`config.mk`:
```
export PLATFORM = sky130hd
export DESIGN_NAME = uart_tx_framer_flat
export DESIGN_NICKNAME = d
export VERILOG_FILES = /design/src/rtl/uart_pkg.sv /design/src/rtl/uart_tx_framer_if.sv /design/src/rtl/sync_fifo.sv /design/src/rtl/uart_tx_framer.sv /design/src/flat_wrapper.sv
export SDC_FILE = /design/constraint.sdc
export NUM_CORES = 1
export LEC_CHECK = 0
export ABC_AREA = 1
export CORE_MARGIN = 8
export CORE_UTILIZATION = 50
export DETAILED_ROUTE_END_ITERATION = 10
export GPL_TIMING_DRIVEN = 0
export PLACE_DENSITY_LB_ADDON = 0.08
export SLEW_MARGIN = 20
export SYNTH_ARGS = -nofsm -noshare
export SYNTH_HDL_FRONTEND = slang
export SYNTH_SLANG_ARGS = --single-unit
export TNS_END_PERCENT = 20
```
`constraint.sdc`:
```
create_clock -name clk -period 5.6 [get_ports clk]
set_input_delay 1.68 -clock clk [delete_from_list [all_inputs] [get_ports clk]]
set_output_delay 1.68 -clock clk [all_outputs]
set_load 0.01 [all_outputs]
```
`src/rtl/uart_pkg.sv`:
```
// Shared UART definitions: transmit FSM states and parity mode encodings.
// Also intended for the matching receiver.
package uart_pkg;

    typedef enum logic [2:0] {
        StIdle   = 3'd0,
        StStart  = 3'd1,
        StData   = 3'd2,
        StParity = 3'd3,
        StStop   = 3'd4
    } uart_tx_state_t;

    localparam int unsigned PAR_NONE = 0;
    localparam int unsigned PAR_ODD  = 1;
    localparam int unsigned PAR_EVEN = 2;

endpackage

```
`src/rtl/uart_tx_framer_if.sv`:
```
// Write-side handshake into the UART transmit framer FIFO.
interface uart_tx_framer_if #(
    parameter int unsigned DATA_BITS = 8
) ();

    logic                 in_valid;
    logic                 in_ready;
    logic [DATA_BITS-1:0] in_data;

    modport master (
        output in_valid,
        output in_data,
        input  in_ready
    );

    modport slave (
        input  in_valid,
        input  in_data,
        output in_ready
    );

endinterface

```
`src/rtl/sync_fifo.sv`:
```
// Single-clock FIFO with wrap-bit pointers; full/empty/level come straight from registers.
module sync_fifo #(
    parameter int unsigned WIDTH = 8,
    parameter int unsigned DEPTH = 4
) (
    input  logic                     clk,
    input  logic                     rst_n,
    input  logic                     push,
    input  logic [WIDTH-1:0]         push_data,
    input  logic                     pop,
    output logic [WIDTH-1:0]         pop_data,
    output logic                     full,
    output logic                     empty,
    output logic [$clog2(DEPTH):0]   level
);

    localparam int unsigned AW = $clog2(DEPTH);
    localparam logic [AW:0] FULL_LEVEL = (AW + 1)'(DEPTH);

    logic [WIDTH-1:0] mem_q [DEPTH];
    logic [AW:0]      wptr_q, rptr_q;
    logic             do_push, do_pop;

    assign level    = wptr_q - rptr_q;
    assign full     = (level == FULL_LEVEL);
    assign empty    = (wptr_q == rptr_q);
    // Full is checked without regard to a same-cycle pop: no write bypass.
    assign do_push  = push && !full;
    assign do_pop   = pop && !empty;
    assign pop_data = mem_q[rptr_q[AW-1:0]];

    always_ff @(posedge clk or negedge rst_n) begin
        if (!rst_n) begin
            wptr_q <= '0;
            rptr_q <= '0;
        end else begin
            if (do_push) wptr_q <= wptr_q + 1'b1;
            if (do_pop)  rptr_q <= rptr_q + 1'b1;
        end
    end

    always_ff @(posedge clk) begin
        if (do_push) mem_q[wptr_q[AW-1:0]] <= push_data;
    end

endmodule

```
`src/rtl/uart_tx_framer.sv`:
```
// UART transmit framer: FIFO-buffered words serialised as start, data (LSB first),
// optional parity and stop bits, with an internal baud divider on the system clock.
module uart_tx_framer
    import uart_pkg::*;
#(
    parameter int unsigned DATA_BITS    = 8,
    parameter int unsigned CLKS_PER_BIT = 16,
    parameter int unsigned PARITY       = 0,
    parameter int unsigned STOP_BITS    = 1,
    parameter int unsigned FIFO_DEPTH   = 4
) (
    input  logic                          clk,
    input  logic                          rst_n,
    input  logic                          en,
    uart_tx_framer_if.slave               in_if,
    output logic                          tx,
    output logic                          busy,
    output logic                          done,
    output logic [$clog2(FIFO_DEPTH):0]   fifo_level
);

    localparam int unsigned BAUD_W = $clog2(CLKS_PER_BIT);
    localparam int unsigned IDX_W  = $clog2(DATA_BITS + 1);
    localparam logic [BAUD_W-1:0] BAUD_LAST = BAUD_W'(CLKS_PER_BIT - 1);
    localparam logic [IDX_W-1:0]  DATA_LAST = IDX_W'(DATA_BITS - 1);
    localparam logic [IDX_W-1:0]  STOP_LAST = IDX_W'(STOP_BITS - 1);

    uart_tx_state_t       state_q, state_d;
    logic [BAUD_W-1:0]    baud_q, baud_d;
    logic [IDX_W-1:0]     idx_q, idx_d;
    logic [DATA_BITS-1:0] shreg_q, shreg_d;
    logic                 par_q, par_d;
    logic                 tx_q, tx_d;
    logic                 busy_q;
    logic                 eof_q, eof_d;
    logic                 done_q;

    logic                 fifo_full, fifo_empty, pop;
    logic [DATA_BITS-1:0] fifo_data;
    logic                 baud_last, can_load;

    assign in_if.in_ready = !fifo_full;

    sync_fifo #(
        .WIDTH (DATA_BITS),
        .DEPTH (FIFO_DEPTH)
    ) u_fifo (
        .clk       (clk),
        .rst_n     (rst_n),
        .push      (in_if.in_valid),
        .push_data (in_if.in_data),
        .pop       (pop),
        .pop_data  (fifo_data),
        .full      (fifo_full),
        .empty     (fifo_empty),
        .level     (fifo_level)
    );

    assign baud_last = (baud_q == BAUD_LAST);
    assign can_load  = en && !fifo_empty;

    always_comb begin
        state_d = state_q;
        idx_d   = idx_q;
        shreg_d = shreg_q;
        par_d   = par_q;
        pop     = 1'b0;
        eof_d   = 1'b0;
        unique case (state_q)
            StIdle: begin
                if (can_load) begin
                    pop     = 1'b1;
                    state_d = StStart;
                end
            end
            StStart: begin
                if (baud_last) begin
                    state_d = StData;
                    idx_d   = '0;
                end
            end
            StData: begin
                if (baud_last) begin
                    shreg_d = shreg_q >> 1;
                    idx_d   = idx_q + 1'b1;
                    if (idx_q == DATA_LAST) begin
                        idx_d   = '0;
                        state_d = (PARITY != PAR_NONE) ? StParity : StStop;
                    end
                end
            end
            StParity: begin
                if (baud_last) begin
                    state_d = StStop;
                    idx_d   = '0;
                end
            end
            StStop: begin
                if (baud_last) begin
                    idx_d = idx_q + 1'b1;
                    if (idx_q == STOP_LAST) begin
                        eof_d = 1'b1;
                        if (can_load) begin
                            pop     = 1'b1;
                            state_d = StStart;
                        end else begin
                            state_d = StIdle;
                        end
                    end
                end
            end
            default: state_d = StIdle;
        endcase

        if (pop) begin
            shreg_d = fifo_data;
            par_d   = (PARITY == PAR_ODD) ? ~^fifo_data : ^fifo_data;
        end
    end

    assign baud_d = (state_q == StIdle || baud_last) ? '0 : baud_q + 1'b1;

    // The line is driven from the current state, so tx/busy trail the FSM by one cycle.
    always_comb begin
        tx_d = 1'b1;
        unique case (state_q)
            StStart:  tx_d = 1'b0;
            StData:   tx_d = shreg_q[0];
            StParity: tx_d = par_q;
            default:  tx_d = 1'b1;
        endcase
    end

    always_ff @(posedge clk or negedge rst_n) begin
        if (!rst_n) begin
            state_q <= StIdle;
            baud_q  <= '0;
            idx_q   <= '0;
            shreg_q <= '0;
            par_q   <= 1'b0;
            tx_q    <= 1'b1;
            busy_q  <= 1'b0;
            eof_q   <= 1'b0;
            done_q  <= 1'b0;
        end else begin
            state_q <= state_d;
            baud_q  <= baud_d;
            idx_q   <= idx_d;
            shreg_q <= shreg_d;
            par_q   <= par_d;
            tx_q    <= tx_d;
            busy_q  <= (state_q != StIdle);
            eof_q   <= eof_d;
            done_q  <= eof_q;
        end
    end

    assign tx   = tx_q;
    assign busy = busy_q;
    assign done = done_q;

endmodule

```
`src/flat_wrapper.sv`:
```
// flat-port wrapper written by rule: the top's interface ports become plain ports
module uart_tx_framer_flat import uart_pkg::*;
#(
    parameter int unsigned DATA_BITS    = 8,
    parameter int unsigned CLKS_PER_BIT = 16,
    parameter int unsigned PARITY       = 0,
    parameter int unsigned STOP_BITS    = 1,
    parameter int unsigned FIFO_DEPTH   = 4
)
  (clk, rst_n, en, tx, busy, done, fifo_level, in_if_in_valid, in_if_in_data, in_if_in_ready);
  uart_tx_framer_if #(.DATA_BITS(DATA_BITS)) in_if_i ();
  input  logic clk;
  input  logic rst_n;
  input  logic en;
  output logic tx;
  output logic busy;
  output logic done;
  output logic [$clog2(FIFO_DEPTH):0] fifo_level;
  input wire logic [$bits(in_if_i.in_valid)-1:0] in_if_in_valid;
  input wire logic [$bits(in_if_i.in_data)-1:0] in_if_in_data;
  output wire logic [$bits(in_if_i.in_ready)-1:0] in_if_in_ready;
  assign in_if_i.in_valid = in_if_in_valid;
  assign in_if_i.in_data = in_if_in_data;
  assign in_if_in_ready = in_if_i.in_ready;
  uart_tx_framer #(.DATA_BITS(DATA_BITS), .CLKS_PER_BIT(CLKS_PER_BIT), .PARITY(PARITY), .STOP_BITS(STOP_BITS), .FIFO_DEPTH(FIFO_DEPTH)) u_core (.clk(clk), .rst_n(rst_n), .en(en), .in_if(in_if_i), .tx(tx), .busy(busy), .done(done), .fifo_level(fifo_level));
endmodule
```
**After elaboration in Yosys (flattened, before gate mapping)**

Memory sizes are Yosys's and may differ from the RTL's.
Index checks and enable logic that the tools add are counted.

- Shift-type cells: 0
- Bitwise logic cells: 0
- Mux-type cells: 28
- Reduce and logical (&&, ||, !) cells: 17
- Multiply operators: 0
- Add/sub/neg operators: 5
- Div/mod/pow operators: 0
- Equality and inequality tests: 16
- Order comparisons: 0

Operators by type and width:

| cell | count |
|---|---|
| $mux 8 | 3 |
| $mux 3 | 7 |
| $mux 4 | 5 |
| $ne 2x1->1 const B | 8 |
| $pmux 3 s5 | 1 |
| $pmux 4 s3 | 1 |
| $mux 1 | 9 |
| $add 4x1->4 const B | 2 |
| $reduce_xor 8->1 | 1 |
| $reduce_and 7->1 | 1 |
| $add 3x1->3 const B | 2 |
| $eq 3x2->1 const B | 2 |
| $eq 3x3->1 const B | 2 |
| $reduce_bool 3->1 | 2 |
| $eq 4x3->1 const B | 1 |
| $eq 4x4->1 const B | 1 |
| $logic_not 4->1 | 1 |
| $reduce_and 4->1 | 1 |
| $reduce_bool 2->1 | 2 |
| $eq 3x1->1 const B | 1 |
| $eq 3x3->1 | 1 |
| $logic_and 1x1->1 | 3 |
| $logic_not 3->1 | 1 |
| $pmux 1 s3 | 1 |
| other kinds (6) | 7 |

- Logic and storage cells: 78
- Register bits after elaboration: 30
- Output and inout bits: 7
- Memories kept: 1
- Memory bits (writable): 32
- Bits in read-only memories: 0
- Bits in latches: 0
- Input port bits: 12

Memories:

| memory | words | width | read ports | clocked after memory_dff | write ports | line | RTL |
|---|---|---|---|---|---|---|---|
| u_core.u_fifo.mem_q | 4 | 8 | 1 | 0 | 1 | sync_fifo.sv:20 | `logic [WIDTH-1:0] mem_q [DEPTH];` |

**Logic depth before layout (Yosys ltp)**

- Depth in word-level cells: 9
- Depth in mapped cells: 16
- Gate-level depth less buffers: 14

**Modules after synthesis**

A second synthesis with hierarchy kept.

- Cells, all modules: 321
- Area, all modules: 3024.2 um^2

Modules (own cells, without submodules):

| module | area an instance (um^2) | seq. area each (um^2) | times used | cells each |
|---|---|---|---|---|
| sync_fifo | 1665.3 | 1111.1 | 1 | 139 |
| uart_tx_framer | 1358.8 | 601.8 | 1 | 182 |

**Worst setup path after synthesis**

No wires, ideal clock.

- Kind: flip-flop to output port
- Start: reg u_core.u_fifo.rptr_q[1]
- End: out in_if_in_ready
- Arrival time: 1.515 ns
- Path slack: 2.405 ns
- Stages on the path, launching flop included: 7
- Buffers on the path: 2
- Data required time: 3.920 ns
- Cells stage by stage: dfrtp_1 -> buf_6 -> inv_2 -> buf_6 -> fa_1 -> xor2_1 -> nand2_1

- Cells in the longest elaborated chain, start to end: 3

RTL lines:

| item | line | RTL |
|---|---|---|
| from (decl) | sync_fifo.sv:21 | `logic [AW:0] wptr_q, rptr_q;` |
| from (signal assigned) | sync_fifo.sv:38 | `if (do_pop) rptr_q <= rptr_q + 1'b1;` |
| $sub 3x3->3 | sync_fifo.sv:24 | `assign level = wptr_q - rptr_q;` |
| via fifo_level[2] | flat_wrapper.sv:18 | `output logic [$clog2(FIFO_DEPTH):0] fifo_level;` |
| $eq 3x3->1 | sync_fifo.sv:25 | `assign full = (level == FULL_LEVEL);` |
| $logic_not 1->1 | uart_tx_framer.sv:42 | `assign in_if.in_ready = !fifo_full;` |
| to (decl) | flat_wrapper.sv:21 | `output wire logic [$bits(in_if_i.in_ready)-1:0] in_if_in_ready;` |

The timed path passes the listed nets, and every way through them passes these cells.

**Worst setup path after layout**

- Start: reg u_core.u_fifo.rptr_q[1]
- End: out in_if_in_ready

- Cells in the longest elaborated chain, start to end: 3

RTL lines:

| item | line |
|---|---|
| $sub 3x3->3 | sync_fifo.sv:24 |
| $eq 3x3->1 | sync_fifo.sv:25 |
| $logic_not 1->1 | uart_tx_framer.sv:42 |

Every way passes these cells.

==> flow_summary.yaml <==
run_status:
  status: "completed"
floorplan:
  die_h_microns: 95.1
  start_util_pct: 50.4
  placementRows: 29
  die_area_sq_um: 9040
  dieWidth_microns: 95.1
  core-area_sq_um: 6200
  io_pins: 19
routing:
  avgRoutedWirePerCell_microns: 13.0
  remaining_drc_errors: 0
  drt_wl_total_microns: 5930
  ant_nets: 0
  routed_via_density: 4.93
  route.vias.total: 2245
  drt_first_pass_iters: 4
  drtIter0Drc: 81
logic_synthesis:
  synth_cell_types: 27
  async_flop_share_pct: 48.4
  syn_nets: 367
  ys_warn_count: 0
  synth_area_sq_um: 3130
  yosys_most_used_dff: "edfxtp_1"
  synth_edf_count: 32
  synth_seq_cells: 62
  syn_inst: 344
  syn_area_per_cell_sq_um: 9.09
  ys_seq_area_share_pct: 54.8
worst_setup_path:
  cp.buffers_inverters: 4
  r2r_slack_ps: 2950
  path_depth: 7
  worst_path_max_delay_cell: "clkdlybuf4s50_1"
  crit_top_cell: "buf_6"
  crit_arrival_ps: 2370
  cp_max_fo: 11
  crit_path_end: "in_if_in_ready"
  crit_start: "u_core.u_fifo.rptr_q[1]"
  critPathTopFamily: "buffers and inverters"
  reg2reg_depth: 8
  r2r-start: "u_core.u_fifo.rptr_q[1]"
  slowest_delay_ps: 540
  worstSetupStartpointType: "flip-flop"
  crit_chain: "buf_6 -> inv_2 -> buf_6 -> fa_1 -> xor2_1 -> nand2_1 -> clkdlybuf4s50_1"
  end_kind: "primary output"
  path_class: "flip-flop to primary output"
  cp.required_ps: 3920
  timing.rr.end: "u_core.u_fifo.mem_q[2][6]"
clock_network:
  cts_buffers: 9
  clk_latency_ps: 340
  cts_setup_buffers: 0
  clock_path_buffers: 2
  clock_sinks: 62
  cts.hold.buffers_added: 0
  h-tree-depth: 3
  clk_pin_slew_ps: 70
  cts-root-buf: "clkbuf_8"
  cts_tree: "yes"
  ctsResizeCount: 0
power:
  vdd_drop_max_uv: 332
  leakage_nw: 1.67
  power.internal_mw: 1.24
  sequentialPowerShare_pct: 33.8
  swShare_pct: 41.6
  power_density_nw_per_um2: 590
  combinationalPowerShare_pct: 48.5
  clkPwrFrac_pct: 17.7
  p_sw_mw: 0.882
timing:
  rsz0062_at_grt: "false"
  final.setup.tns_ps: 0
  skew_ps: 7.63
  hold-worst-slack_ps: 354
  maxSlewHeadroom_pct: 43.7
  period_minus_slack_ps: 4050
  max_freq_ghz: 0.247
  period_share_pct: 72.3
  setup_viol: 0
  hold_violations: 0
  worst_pin_slew_ps: 841
  slew_viol_final: 0
global_routing:
  track_usage_pct: 15.0
  antenna_found_initial: 0
  grt_pass1_vias: 2203
  grt_max_degree: 31
  grt.overflow.total: 0
  grt_pass1_wl_microns: 10300
run:
  maxCapViolCount: 0
layout:
  area_growth_pct: 14.7
  diodes: 0
  final_core_util_pct: 57.8
  drive_gt1_share_pct: 12.7
  final_common_cell: "nand2_1"
  nets: 396
  final_cell_mix: "130 x nand2_1, 32 x edfxtp_1, 31 x inv_1"
placement:
  finalWeightedCongestion: 0.797
  portBuffers: 18
  post-dp-hpwl_microns: 4230
hold_path:
  hp-start: "u_core.eof_q"
  hold_path_class: "flip-flop to flip-flop"
-- power by group through the flow --
stage / sequential [mW] / combinational (mW) / clock, mW
finish: 0.716 / 1.03 / 0.375
global route: 0.731 / 1.18 / 0.403
CTS: 0.717 / 1.04 / 0.382
detailed placement: 0.724 / 1.04 / 0
global placement: 0.721 / 1.02 / 0
floorplan: 0.708 / 0.750 / 0
-- cell type report --
class | count | area [sq um]
plain buffers | 7 | 81.3
repair buffers | 18 | 175
clock inverters | 7 | 65.1
fillers | 531 | 2620
flip-flops and latches | 62 | 1710
clock buffers | 9 | 124
inverters | 35 | 136
well taps | 77 | 96.3
multi-input cells | 240 | 1200
-- worst reg2reg max path: stages (launching register included) --
cell     delay (ps)
dfrtp_1         380
buf_6           150
inv_2           100
buf_6           170
fa_1            400
xor2_1          180
nand2_1         110
nand2_2         120
nor2_1          660
-- metal layers --
layer	routed length [microns]	GRT usage (%)	up-vias
met5	0	0	-
met4	136	7.28	0
met2	2810	25.1	44
met1	2650	17.6	1021
li1	-	-	1165
met3	322	3.94	15
-- synth_stat cells (3+ instances only) --
master    count  area (sq um)
inv_2         3          11.3
nand3_2       4          40.0
nand2_1     130           488
a21oi_1       7          35.0
ha_1         10           125
inv_1        31           116
xor2_1        5          43.8
o21ai_0       6          30.0
nor2_1       21          78.8
xnor2_1       3          26.3
nand2_2      13          81.3
o211ai_1      8          60.1
dfrtp_1      29           726
nand3_1      26           130
edfxtp_1     32           961
buf_6         5          56.3
-- cell families after synthesis --
family | count (synthesis) | synth area share, %
and+or+nand+nor | 197 | 26.8
DFF | 62 | 54.8
buffers and inverters | 42 | 6.96
AOI/OAI and AO/OA | 24 | 4.64
adders and majority gates | 11 | 4.64
xor gates and xnor gates | 8 | 2.24
-- worst min-delay path by stage --
stage / cells after the start / endpoint / slack, ps
3_3_place_gp: 0 / u_core.done / 340
6_report: 0 / u_core.done / 350
3_5_place_dp: 0 / u_core.done / 340
2_1_floorplan: 0 / u_core.done / 330
4_1_cts: 0 / u_core.done / 350
5_1_grt: 0 / u_core.done / 370
-- per-stage QoR --
stage                     instances  instance area [sq um]  total power [mW]  worst slack [ps]
after global routing            455                   3590              2.32              1440
final                           455                   3590              2.12              1550
after global placement          439                   3400              1.74              1900
after CTS                       455                   3590              2.14              1530
after floorplan                 344                   3130              1.46              2410
after detailed placement        439                   3400              1.76              1910
-- registers in the layout (all words and copies together), names as in the netlist --
register / cells
u_core.u_fifo.wptr_q: 3
u_core.u_fifo.mem_q: 32
u_core.state_q: 3
u_core.idx_q: 4
u_core.u_fifo.rptr_q: 3
u_core.eof_q: 1
u_core.shreg_q: 8
u_core.busy: 1
u_core.tx: 1
u_core.done: 1
u_core.baud_q: 4
u_core.par_q: 1
(Power assumes the default switching activity.)
